**src/rtl/serial_frame_pkg.sv**
```systemverilog
// Shared definitions for the serial frame link (serializer and receiver).
//   - frame_state_t and the ST_* encodings used by the receiver FSM
//   - line-level constants: START_BIT, STOP_BIT, IDLE_LEVEL
//   - even_parity(): XOR-reduce of up to PARITY_MAX_W bits
package serial_frame_pkg;

  typedef logic [2:0] frame_state_t;

  localparam frame_state_t ST_IDLE     = 3'd0;
  localparam frame_state_t ST_START    = 3'd1;
  localparam frame_state_t ST_DATA     = 3'd2;
  localparam frame_state_t ST_PARITY   = 3'd3;
  localparam frame_state_t ST_STOP     = 3'd4;
  localparam frame_state_t ST_WAIT_LOW = 3'd5;

  localparam logic START_BIT  = 1'b1;
  localparam logic STOP_BIT   = 1'b0;
  localparam logic IDLE_LEVEL = 1'b0;

  // Words narrower than this are zero-extended by the caller, which
  // leaves the parity unchanged.
  localparam int PARITY_MAX_W = 64;

  // Returns the even-parity bit: 1 when the word holds an odd number of ones.
  function automatic logic even_parity(input logic [PARITY_MAX_W-1:0] bits_i);
    return ^bits_i;
  endfunction

endpackage

```
**src/rtl/serial_bit_timer.sv**
```systemverilog
// Bit-period timer for the serial receiver.
// Ports:
//   clock_i    system clock
//   reset_i    synchronous active-high reset, clears the count
//   restart_i  clears the count (held while the line is idle)
//   load_i     loads HALF so the first strobe lands mid start bit
//   sample_o   one-cycle strobe every CLKS_PER_BIT cycles
module serial_bit_timer #(
  parameter int CLKS_PER_BIT = 4
) (
  input  logic clock_i,
  input  logic reset_i,
  input  logic restart_i,
  input  logic load_i,
  output logic sample_o
);

  localparam int            TW     = $clog2(CLKS_PER_BIT);
  localparam logic [TW-1:0] HALF_V = TW'(CLKS_PER_BIT / 2);
  localparam logic [TW-1:0] LAST_V = TW'(CLKS_PER_BIT - 1);

  logic [TW-1:0] cnt_q, cnt_d;

  // Loading HALF (rather than 0) at start detect makes the strobe fire
  // HALF cycles later, i.e. in the middle of the start bit; from then on
  // every strobe falls mid-bit.
  assign sample_o = (cnt_q == LAST_V);

  always_comb begin
    cnt_d = cnt_q + TW'(1);
    if (sample_o) cnt_d = '0;
    if (restart_i) cnt_d = '0;
    if (load_i) cnt_d = HALF_V;
  end

  always_ff @(posedge clock_i) begin
    if (reset_i) cnt_q <= '0;
    else         cnt_q <= cnt_d;
  end

endmodule

```
**src/rtl/serial_frame_rx.sv**
```systemverilog
// Serial frame receiver: start bit (1), DATA_W data bits MSB first, even
// parity bit, stop bit (0). Each frame is delivered as a parallel word
// with a one-cycle valid strobe; errored frames are still delivered.
// Ports:
//   clock_i       system clock
//   reset_i       synchronous active-high reset
//   in_i          serial line (idles low)
//   data_o        last received word, held until the next valid
//   valid_o       one-cycle pulse when data_o and the flags update
//   parity_err_o  parity mismatch of the last frame
//   frame_err_o   stop bit of the last frame sampled high
//   busy_o        high from start detection through the stop-bit sample
module serial_frame_rx
  import serial_frame_pkg::*;
#(
  parameter int DATA_W       = 32,
  parameter int CLKS_PER_BIT = 4
) (
  input  logic              clock_i,
  input  logic              reset_i,
  input  logic              in_i,
  output logic [DATA_W-1:0] data_o,
  output logic              valid_o,
  output logic              parity_err_o,
  output logic              frame_err_o,
  output logic              busy_o
);

  localparam int            CW       = $clog2(DATA_W + 1);
  localparam logic [CW-1:0] LAST_BIT = CW'(DATA_W - 1);

  frame_state_t      state_q, state_d;
  logic [DATA_W-1:0] shift_q, shift_d;
  logic [CW-1:0]     bit_cnt_q, bit_cnt_d;
  logic              par_bit_q, par_bit_d;
  logic [DATA_W-1:0] data_q, data_d;
  logic              valid_q, valid_d;
  logic              perr_q, perr_d;
  logic              ferr_q, ferr_d;

  logic sample;
  logic timer_restart;
  logic timer_load;

  serial_bit_timer #(
    .CLKS_PER_BIT(CLKS_PER_BIT)
  ) u_timer (
    .clock_i  (clock_i),
    .reset_i  (reset_i),
    .restart_i(timer_restart),
    .load_i   (timer_load),
    .sample_o (sample)
  );

  // Frame FSM. Outputs are registered at the stop-bit sample so they change
  // together with the valid pulse; the FSM returns to IDLE at that same edge
  // so a back-to-back start bit is caught with no dead time.
  always_comb begin
    state_d       = state_q;
    shift_d       = shift_q;
    bit_cnt_d     = bit_cnt_q;
    par_bit_d     = par_bit_q;
    data_d        = data_q;
    perr_d        = perr_q;
    ferr_d        = ferr_q;
    valid_d       = 1'b0;
    timer_restart = 1'b0;
    timer_load    = 1'b0;

    case (state_q)
      ST_IDLE: begin
        if (in_i == START_BIT) begin
          state_d    = ST_START;
          timer_load = 1'b1;
        end else begin
          timer_restart = 1'b1;
        end
      end
      ST_START: begin
        if (sample) begin
          // A start bit that has vanished by mid-bit is a glitch.
          if (in_i == START_BIT) begin
            state_d   = ST_DATA;
            bit_cnt_d = '0;
          end else begin
            state_d = ST_IDLE;
          end
        end
      end
      ST_DATA: begin
        if (sample) begin
          shift_d   = DATA_W'({shift_q, in_i});
          bit_cnt_d = bit_cnt_q + CW'(1);
          if (bit_cnt_q == LAST_BIT) state_d = ST_PARITY;
        end
      end
      ST_PARITY: begin
        if (sample) begin
          par_bit_d = in_i;
          state_d   = ST_STOP;
        end
      end
      ST_STOP: begin
        if (sample) begin
          data_d  = shift_q;
          perr_d  = even_parity(PARITY_MAX_W'(shift_q)) ^ par_bit_q;
          ferr_d  = (in_i != STOP_BIT);
          valid_d = 1'b1;
          // A stuck-high stop bit must drop before a new start is accepted.
          state_d = (in_i != STOP_BIT) ? ST_WAIT_LOW : ST_IDLE;
        end
      end
      ST_WAIT_LOW: begin
        timer_restart = 1'b1;
        if (in_i == IDLE_LEVEL) state_d = ST_IDLE;
      end
      default: begin
        state_d = ST_IDLE;
      end
    endcase
  end

  always_ff @(posedge clock_i) begin
    if (reset_i) begin
      state_q   <= ST_IDLE;
      shift_q   <= '0;
      bit_cnt_q <= '0;
      par_bit_q <= 1'b0;
      data_q    <= '0;
      valid_q   <= 1'b0;
      perr_q    <= 1'b0;
      ferr_q    <= 1'b0;
    end else begin
      state_q   <= state_d;
      shift_q   <= shift_d;
      bit_cnt_q <= bit_cnt_d;
      par_bit_q <= par_bit_d;
      data_q    <= data_d;
      valid_q   <= valid_d;
      perr_q    <= perr_d;
      ferr_q    <= ferr_d;
    end
  end

  assign data_o       = data_q;
  assign valid_o      = valid_q;
  assign parity_err_o = perr_q;
  assign frame_err_o  = ferr_q;
  assign busy_o       = (state_q == ST_START) || (state_q == ST_DATA) ||
                        (state_q == ST_PARITY) || (state_q == ST_STOP);

endmodule

```
**config.mk**
```make
export PLATFORM = sky130hd
export DESIGN_NAME = serial_frame_rx
export DESIGN_NICKNAME = d
export VERILOG_FILES = /design/src/rtl/serial_frame_pkg.sv /design/src/rtl/serial_bit_timer.sv /design/src/rtl/serial_frame_rx.sv
export SDC_FILE = /design/constraint.sdc
export NUM_CORES = 1
export LEC_CHECK = 0
export ABC_AREA = 0
export CAP_MARGIN = 15
export CORE_MARGIN = 3
export CORE_UTILIZATION = 59
export DETAILED_ROUTE_END_ITERATION = 12
export HOLD_SLACK_MARGIN = 0.06
export MAX_ROUTING_LAYER = met4
export PLACE_DENSITY = 0.81
export SLEW_MARGIN = 30
export SYNTH_ARGS = -nofsm -noshare
export SYNTH_HDL_FRONTEND = slang
export SYNTH_SLANG_ARGS = --single-unit
```
**constraint.sdc**
```tcl
create_clock -name clock_i -period 2.75 [get_ports clock_i]
set_clock_uncertainty 0.15 [all_clocks]
set_input_delay 0.4125 -clock clock_i [delete_from_list [all_inputs] [get_ports clock_i]]
set_output_delay 0.4125 -clock clock_i [all_outputs]
set_load 0.005 [all_outputs]
```
Word level (Yosys, flattened, before mapping)

Index checks and enable logic that the tools add are counted.

Flip-flop bits (word level): 79
Output and inout port bits: 36
Bits of input ports: 3
Word-level logic and storage cells: 64

Muxes and demuxes: 22
Add/subtract/negate cells: 2
Bitwise gates (word level): 2
Reduce and logical (&&, ||, !) cells: 13
Equal/unequal tests: 15

Operator list:

| cell                                                                  | count |
|---|---|
| 64-bit parity                                                         | 1 |
| 3-bit two-way mux                                                     | 8 |
| 6-bit two-way mux                                                     | 3 |
| 3-bit one-hot mux with 6 select lines                                 | 1 |
| 2-bit != test, second input constant                                  | 8 |
| 6-bit one-hot mux with 2 select lines                                 | 1 |
| 2-bit two-way mux                                                     | 4 |
| 7-bit AND reduction                                                   | 1 |
| 6-bit by 1-bit adder with 6-bit output, second input constant         | 1 |
| 3-bit by 2-bit equality test with 1-bit output, second input constant | 2 |
| 3-bit equality test, second input constant                            | 2 |
| 6-bit by 5-bit equality test with 1-bit output, second input constant | 1 |
| 2-bit AND reduction                                                   | 3 |
| 1-bit two-way mux                                                     | 4 |
| 4-bit AND reduction                                                   | 1 |
| 4-bit OR reduction                                                    | 1 |
| 3-bit by 1-bit equality test with 1-bit output, second input constant | 1 |
| 3-bit logical NOT                                                     | 1 |
| 1-bit logical OR                                                      | 3 |
| 2-bit by 1-bit adder with 2-bit output, second input constant         | 1 |
| 2-bit equality test, second input constant                            | 1 |
| 1-bit one-hot mux with 2 select lines                                 | 1 |
| 2-bit nonzero test                                                    | 1 |
| 2-bit OR reduction                                                    | 1 |
| other kinds (2)                                                       | 2 |

Logic depth before layout (Yosys ltp)

Gate-level depths: netlist of run 1.

Depth in word-level cells: 4
Gate-level depth with buffers: 8
Mapped depth without buffers: 7

By module

A second synthesis of run 1 with hierarchy kept.

Cells, all modules: 411
Area total of the unflattened synthesis: 3,228.1 µm²

By module, submodules not included:

| module           | cells each | seq. area each (µm²) | instances | area an instance (µm²) |
|---|---|---|---|---|
| serial_frame_rx  | 403        | 1,541.5              | 1         | 3,149.3 |
| serial_bit_timer | 8          | 40.0                 | 1         | 78.8 |

Least setup slack after synthesis of run 1

OpenSTA, ideal clock, no wires.

Kind: reg-to-reg
Start: reg u_timer.cnt_q[0]
End: reg shift_q[11]
Arrival: 1,462 ps
Data required time: 2,530 ps
Cell stages (with the launch flop): 8
Library setup time: 70 ps
Slack: 1,068 ps
Period minus slack after synthesis: 1,682 ps
Buffers on the path: 2
Cell sequence: dfxtp_1 ha_1 nor2b_1 and2_1 buf_2 buf_2 nand2_1 a21oi_1

Cells in the longest elaborated chain, start to end: 2

RTL lines:

| what                                 | RTL line               | source |
|---|---|---|
| start, declared                      | serial_bit_timer.sv:22 | `logic [TW-1:0] cnt_q, cnt_d;` |
| start signal, assigned               | serial_bit_timer.sv:38 | `else cnt_q <= cnt_d;` |
| 2-bit equality test                  | serial_bit_timer.sv:27 | `assign sample_o = (cnt_q == LAST_V);` |
| named net sample                     | serial_frame_rx.sv:41  | `logic sample;` |
| 2-bit AND reduction (no source line) | -                      |  |
| end signal, assigned                 | serial_frame_rx.sv:135 | `shift_q <= shift_d;` |
| end, declared                        | serial_frame_rx.sv:33  | `logic [DATA_W-1:0] shift_q, shift_d;` |

The timed path passes the listed nets, and every way through them passes these cells.
A chain may end at the register's enable or synchronous reset.

Final worst setup path of run 1

Start: reg state_q[0]
End: out busy_o

Cells in the longest elaborated chain, start to end: 4
Elaborated cells between the ends (all ways): 7
Classes of those cells: 4 x eq/ne; 3 x reduce/logical

RTL lines:

| what                                                                                                             | RTL line               | source |
|---|---|---|
| start, declared                                                                                                  | serial_frame_rx.sv:32  | `frame_state_t state_q, state_d;` |
| start signal, assigned                                                                                           | serial_frame_rx.sv:134 | `state_q <= state_d;` |
| 3-bit by 1-bit equality test with 1-bit output or 3-bit by 2-bit equality test with 1-bit output (tied branches) | serial_frame_rx.sv:149 | `assign busy_o = (state_q == ST_START) \|\| (state_q == ST_DATA) \|\|` |
| 1-bit logical OR (2 in series)                                                                                   | serial_frame_rx.sv:149 |  |
| 1-bit logical OR (*)                                                                                             | serial_frame_rx.sv:150 | `(state_q == ST_PARITY) \|\| (state_q == ST_STOP);` |
| end, declared                                                                                                    | serial_frame_rx.sv:26  | `output logic busy_o` |

Mark *: on every way between the ends. The rest lies on a longest branch, timed or not.

==> results.md, run 1 <==
- Largest net degree at the start of global routing: 35
- H-tree levels: 3
- Gpl congestion: 0.786
- Net Sw Power: 444 uW
- Drt total wl: 6370 um
- Power per cell area: 573 nW/um^2
- Clk_lat worst skew: 0.35 ns
- Buffer count from post-CTS setup fixing: 0
- Max-cap violations: 0
- Leading cell types in the layout, fill and taps excluded: nand2_1, dfxtp_1, a21oi_1
- # setup viols final: 0
- Final Max Slew Viols: 0
- DRT antenna net count: 0
- Starting density of the core: 0.615
- Placed Instance Area: 3620 sq um
- Net switching fraction of the power: 0.201
- Critical path endpoint category: primary output
- Nets: 436
- Synth top area share: 0.497
- Clock share of power: 0.459
- Critical path's top delay family: flip-flops
- Internal power: 1760 uW
- I/O pins: 39
- Slowest cell on the critical path: dfxtp_1
- Detailed-routed wire length on met3: 257 um
- Mapped Cells: 397
- Power after layout: 2210 uW
- Root Buffer: clkbuf_8
- Yosys top cell by area: dfxtp_1
- Met2 WL post-DR: 2920 um
- Initial antenna violation count: 0
- Asr flop ratio synth: 0
- WL met1: 3070 um
- Die Area: 6310 sq um
- TritonRoute pass-1 iters: 4
- Design area: 3850 sq um
- Post-Route Setup TNS: 0 ns
- P&R area growth vs syn: 21.1%
- Worst min path class: reg2reg
- CP max FO: 11
- Initial DRC count: 156
- Sinks on Clock Net: 79
- Vias in the first global route: 2414
- Flop pwr share: 0.521
- Number of synthesized flops with an enable pin: 0
- Buf/Inv on CP: 1
- TritonCTS Buffers: 9
- Worst Hold Slack: 0.291 ns
- Comb pwr share: 0.019
- Reg clk slew, reported paths: 0.08 ns
- Via-per-instance ratio: 5.16
- Syn Area/Cell: 8.01 sq um
- Routed vias: 2610
- Placeable Area: 5170 sq um
- Syn Nets: 402
- FMAX: 455 MHz
- WL/cell: 12.6 um
- Yosys warns: 0
- CTS Buffer Depth: 2
- DR top layer: met4
- CTS tree: done
- Layout cells sized above 1: 0.0619
- Cell chain of the critical path: nor2_1 > xnor2_1 > clkdlybuf4s50_1
- Seq/Total Area, Yosys: 0.497
- DP Wirelength: 4220 um
- Minimum clock period: 2.20 ns
- Std-Cell Rows: 26
- Commonest non-fill, non-tap cell in the layout: nand2_1
- Reg2Reg Setup Slack: 0.63 ns
- Residual DRC: 0
- I/O Buffers: 38
- CP Data Arrival Time: 1.64 ns
- Worst Max-Slew Pin Slew: 0.600 ns
- Pre-CTS setup slack: 0.262 ns
- Die Wd: 79.4 um
- Synth Cell Area: 3180 sq um
- Status: complete, no violations
- Final hold vios: 0
- Leading post-synthesis cells by cell area: dfxtp_1, nand2_1, a21oi_1
- Peak supply drop: 0.000420 V
- Crit path launch type: flip-flop
- Post-route clock period utilization: 0.799
- Slew HR: 0.600
- Wire length of the first global-routing pass: 10800 um
- Leakage: 0.00132 uW
- RSZ-0062 raised after global routing: no
- Yosys reg bits: 79
- N_diodes: 0
- Top FF cell, synth: dfxtp_1
- Cts hold-fix bufs: 0
- Max stage delay on crit path: 0.54 ns
- Grt ovf: 0
- Setup Crit Path Kind: reg2out
- Post_cts resized: 0
- Required time worst endpoint: 2.19 ns
- Setup WS post-layout: 0.551 ns
- Distinct cells, synth: 30
- Gr usage total: 0.223
- Die height: 79.4 um
per-layer routing:
layer / global-route usage / vias to the layer above
li1: - / 1357
met1: 0.269 / 1181
met2: 0.356 / 59
met3: 0.0463 / 13
met4: 0.112 / 0
met5: - / -
final timing paths:
| check | start | end | depth (start not counted) |
|---|---|---|---|
| hold / removal | u_timer.cnt_q[0] | u_timer.cnt_q[0] | 1 |
| setup reg to reg | u_timer.cnt_q[0] | shift_q[8] | 6 |
| hold reg to reg | u_timer.cnt_q[0] | u_timer.cnt_q[0] | 1 |
| setup / recovery | state_q[0] | busy_o | 3 |
Yosys cell counts, types with 2 or more instances:
master,number
mux2i_1,4
nor3_1,3
xnor3_1,2
and3_1,2
nor2b_1,6
o21ai_0,6
a21oi_1,70
xnor2_1,22
ha_1,2
dfxtp_1,79
clkbuf_1,17
xor2_1,5
nand2_1,140
buf_2,8
nand3_1,2
and2_1,2
nor2_1,14
power by group through the flow:
stage          registers, uW  clock network (uW)  logic, uW
6_report                1150                1010       42.8
5_1_grt                 1150                1070       47.6
4_1_cts                 1150                1030       42.9
3_5_place_dp            1180                   0       42.9
3_3_place_gp            1180                   0       42.2
2_1_floorplan           1170                   0       33.4
registers in the layout, summed over array words and instances, names as in the netlist:
register / flops
bit_cnt_q: 6
frame_err_o: 1
par_bit_q: 1
u_timer.cnt_q: 2
valid_o: 1
data_o: 32
state_q: 3
parity_err_o: 1
shift_q: 32
metrics by stage:
step | instances | utilization
after global placement | 490 | 0.699
after floorplan | 397 | -
final | 506 | 0.745
after CTS | 506 | 0.745
after global routing | 506 | 0.745
after detailed placement | 490 | 0.699
cell type report:
class | instances | area [sq um]
Clock buffer | 10 | 128
Clock inverter | 6 | 109
Fill cell | 369 | 1320
Multi-Input combinational cell | 293 | 1500
Sequential cell | 79 | 1580
Tap cell | 70 | 87.6
Timing Repair Buffer | 48 | 450
kinds of logic (layout without fill, tap and decap cells):
family,Yosys count,in the layout,synth area share
AO/OA/AOI/OAI,82,82,0.134
XOR/XNOR,30,30,0.0936
adder cells (fa/ha/maj),2,2,0.00786
buffers and inverters,25,64,0.0326
flip-flops,79,79,0.497
multiplexers,4,4,0.0126
AND/OR/NAND/NOR,175,175,0.222
Power figures use the tool's default switching activity.
==> run 2: changes to the inputs <==
CORE_UTILIZATION = 55   (was 59)
PLACE_DENSITY = 0.76   (was 0.81)
clock period = 2.1 ns   (was 2.75 ns; I/O delays follow)
==> run 2 against run 1 <==
Via count is 2.2% higher; first-iteration DRC count is 15% lower; hold slack worse by 0.0095 ns; flip-flop and latch count stayed put; register-to-register slack worse by 0.31 ns; worst setup slack worse by 0.47 ns; clock power is 28% higher; combinational power is 50% higher; global-route usage is 0.90 points lower.
==> results.md, run 2 (same netlist as run 1, synthesis figures left out) <==
- Clk_lat worst skew: 0.34 ns
- Final Max Slew Viols: 0
- Minimum clock period: 2.02 ns
- H-tree levels: 3
- Net switching fraction of the power: 0.207
- CP Data Arrival Time: 1.56 ns
- Comb pwr share: 0.022
- Slew HR: 0.642
- Drt total wl: 6470 um
- Setup Crit Path Kind: reg2out
- # setup viols final: 0
- Largest net degree at the start of global routing: 28
- Hold depth: 2
- Initial DRC count: 133
- I/O pins: 39
- Die height: 82.1 um
- Final hold vios: 0
- Routed vias: 2667
- CTS tree: done
- Buffer count from post-CTS setup fixing: 0
- Sinks on Clock Net: 79
- Post-route clock period utilization: 0.964
- Peak supply drop: 0.000480 V
- Residual DRC: 0
- Post-Route Setup TNS: 0 ns
- Status: complete, no violations
- Die Area: 6730 sq um
- I/O Buffers: 38
- Commonest non-fill, non-tap cell in the layout: nand2_1
- TritonCTS Buffers: 9
- Placeable Area: 5540 sq um
- N_diodes: 0
- Gpl congestion: 0.807
- Layout Utilization: 0.704
- FMAX: 494 MHz
- Critical path endpoint category: primary output
- Initial antenna violation count: 0
- Internal power: 2270 uW
- P&R area growth vs syn: 22.7%
- DRT antenna net count: 0
- Die Wd: 82.1 um
- Root Buffer: clkbuf_8
- WL/cell: 12.6 um
- Layout cells sized above 1: 0.0771
- Cts hold-fix bufs: 0
- Worst Max-Slew Pin Slew: 0.536 ns
- Vias in the first global route: 2440
- CTS Buffer Depth: 2
- Wire length of the first global-routing pass: 10900 um
- Leading cell types in the layout, fill and taps excluded: nand2_1, dfxtp_1, a21oi_1
- RSZ-0062 raised after global routing: no
- Flop pwr share: 0.527
- TritonRoute pass-1 iters: 4
- Power per cell area: 733 nW/um^2
- Power after layout: 2860 uW
- Leakage: 0.00134 uW
- Starting density of the core: 0.574
- DP Wirelength: 4340 um
- Grt ovf: 0
- Nets: 441
- Via-per-instance ratio: 5.20
- Clock share of power: 0.451
- Reg clk slew, reported paths: 0.08 ns
- Worst min path class: in2reg
- Reg2reg path depth: 6
- Crit path launch type: flip-flop
- Net Sw Power: 593 uW
- Required time worst endpoint: 1.63 ns
- Gr usage total: 0.214
- Std-Cell Rows: 27
- CP max FO: 10
- Max-cap violations: 0
[run 2: path summary, 6_finish.rpt]
| path | startpoint | end | slack, ns |
|---|---|---|---|
| setup / recovery | state_q[2] | busy_o | 0.08 |
| hold / removal | reset_i | u_timer.cnt_q[1] | 0.28 |
| setup reg to reg | u_timer.cnt_q[0] | data_o[7] | 0.32 |
| hold reg to reg | u_timer.cnt_q[0] | u_timer.cnt_q[0] | 0.29 |
[run 2: layout make-up]
type                    instances  area, sq um
clock buffers                  12          155
clock inverters                 4         76.3
fillers                       463         1640
multi-input cells             293         1500
flip-flops and latches         79         1580
well taps                      72         90.1
repair buffers                 53          500
[run 2: repair_timing]
item                       in CTS  in global routing
setup endpoints to repair       1                  1
cloned                          0                  0
resized for setup               1                  1
[run 2: worst max-delay path, stage by stage, from the launching register on]
cell and delay [ns]:
dfxtp_1 0.52, xnor2_1 0.17, clkdlybuf4s50_1 0.52
[run 2: through the flow]
stage          setup slack (ns)  cells  hold slack, ns  instance area [sq um]
3_5_place_dp              0.105    497           0.269                   3670
2_1_floorplan             0.418    397           0.255                   3180
3_3_place_gp              0.136    497           0.267                   3670
5_1_grt                 0.00509    513           0.313                   3900
4_1_cts                  0.0135    513           0.284                   3900
6_report                 0.0766    513           0.282                   3900
[run 2: power groups by stage]
stage	registers (uW)	logic [uW]	clock network (uW)
3_3_place_gp	1540	64.2	0
5_1_grt	1510	70.4	1380
3_5_place_dp	1540	64.7	0
6_report	1510	64.3	1290
4_1_cts	1510	64.7	1310
2_1_floorplan	1540	43.7	0
[run 2: metal layers]
metal | share of wire | vias up | GRT usage | routed length [um]
met5 | 0 | - | - | 0
met4 | 0.021 | 0 | 0.110 | 137
met3 | 0.030 | 14 | 0.0329 | 192
met2 | 0.47 | 48 | 0.330 | 3070
met1 | 0.47 | 1238 | 0.273 | 3070
li1 | - | 1367 | - | -
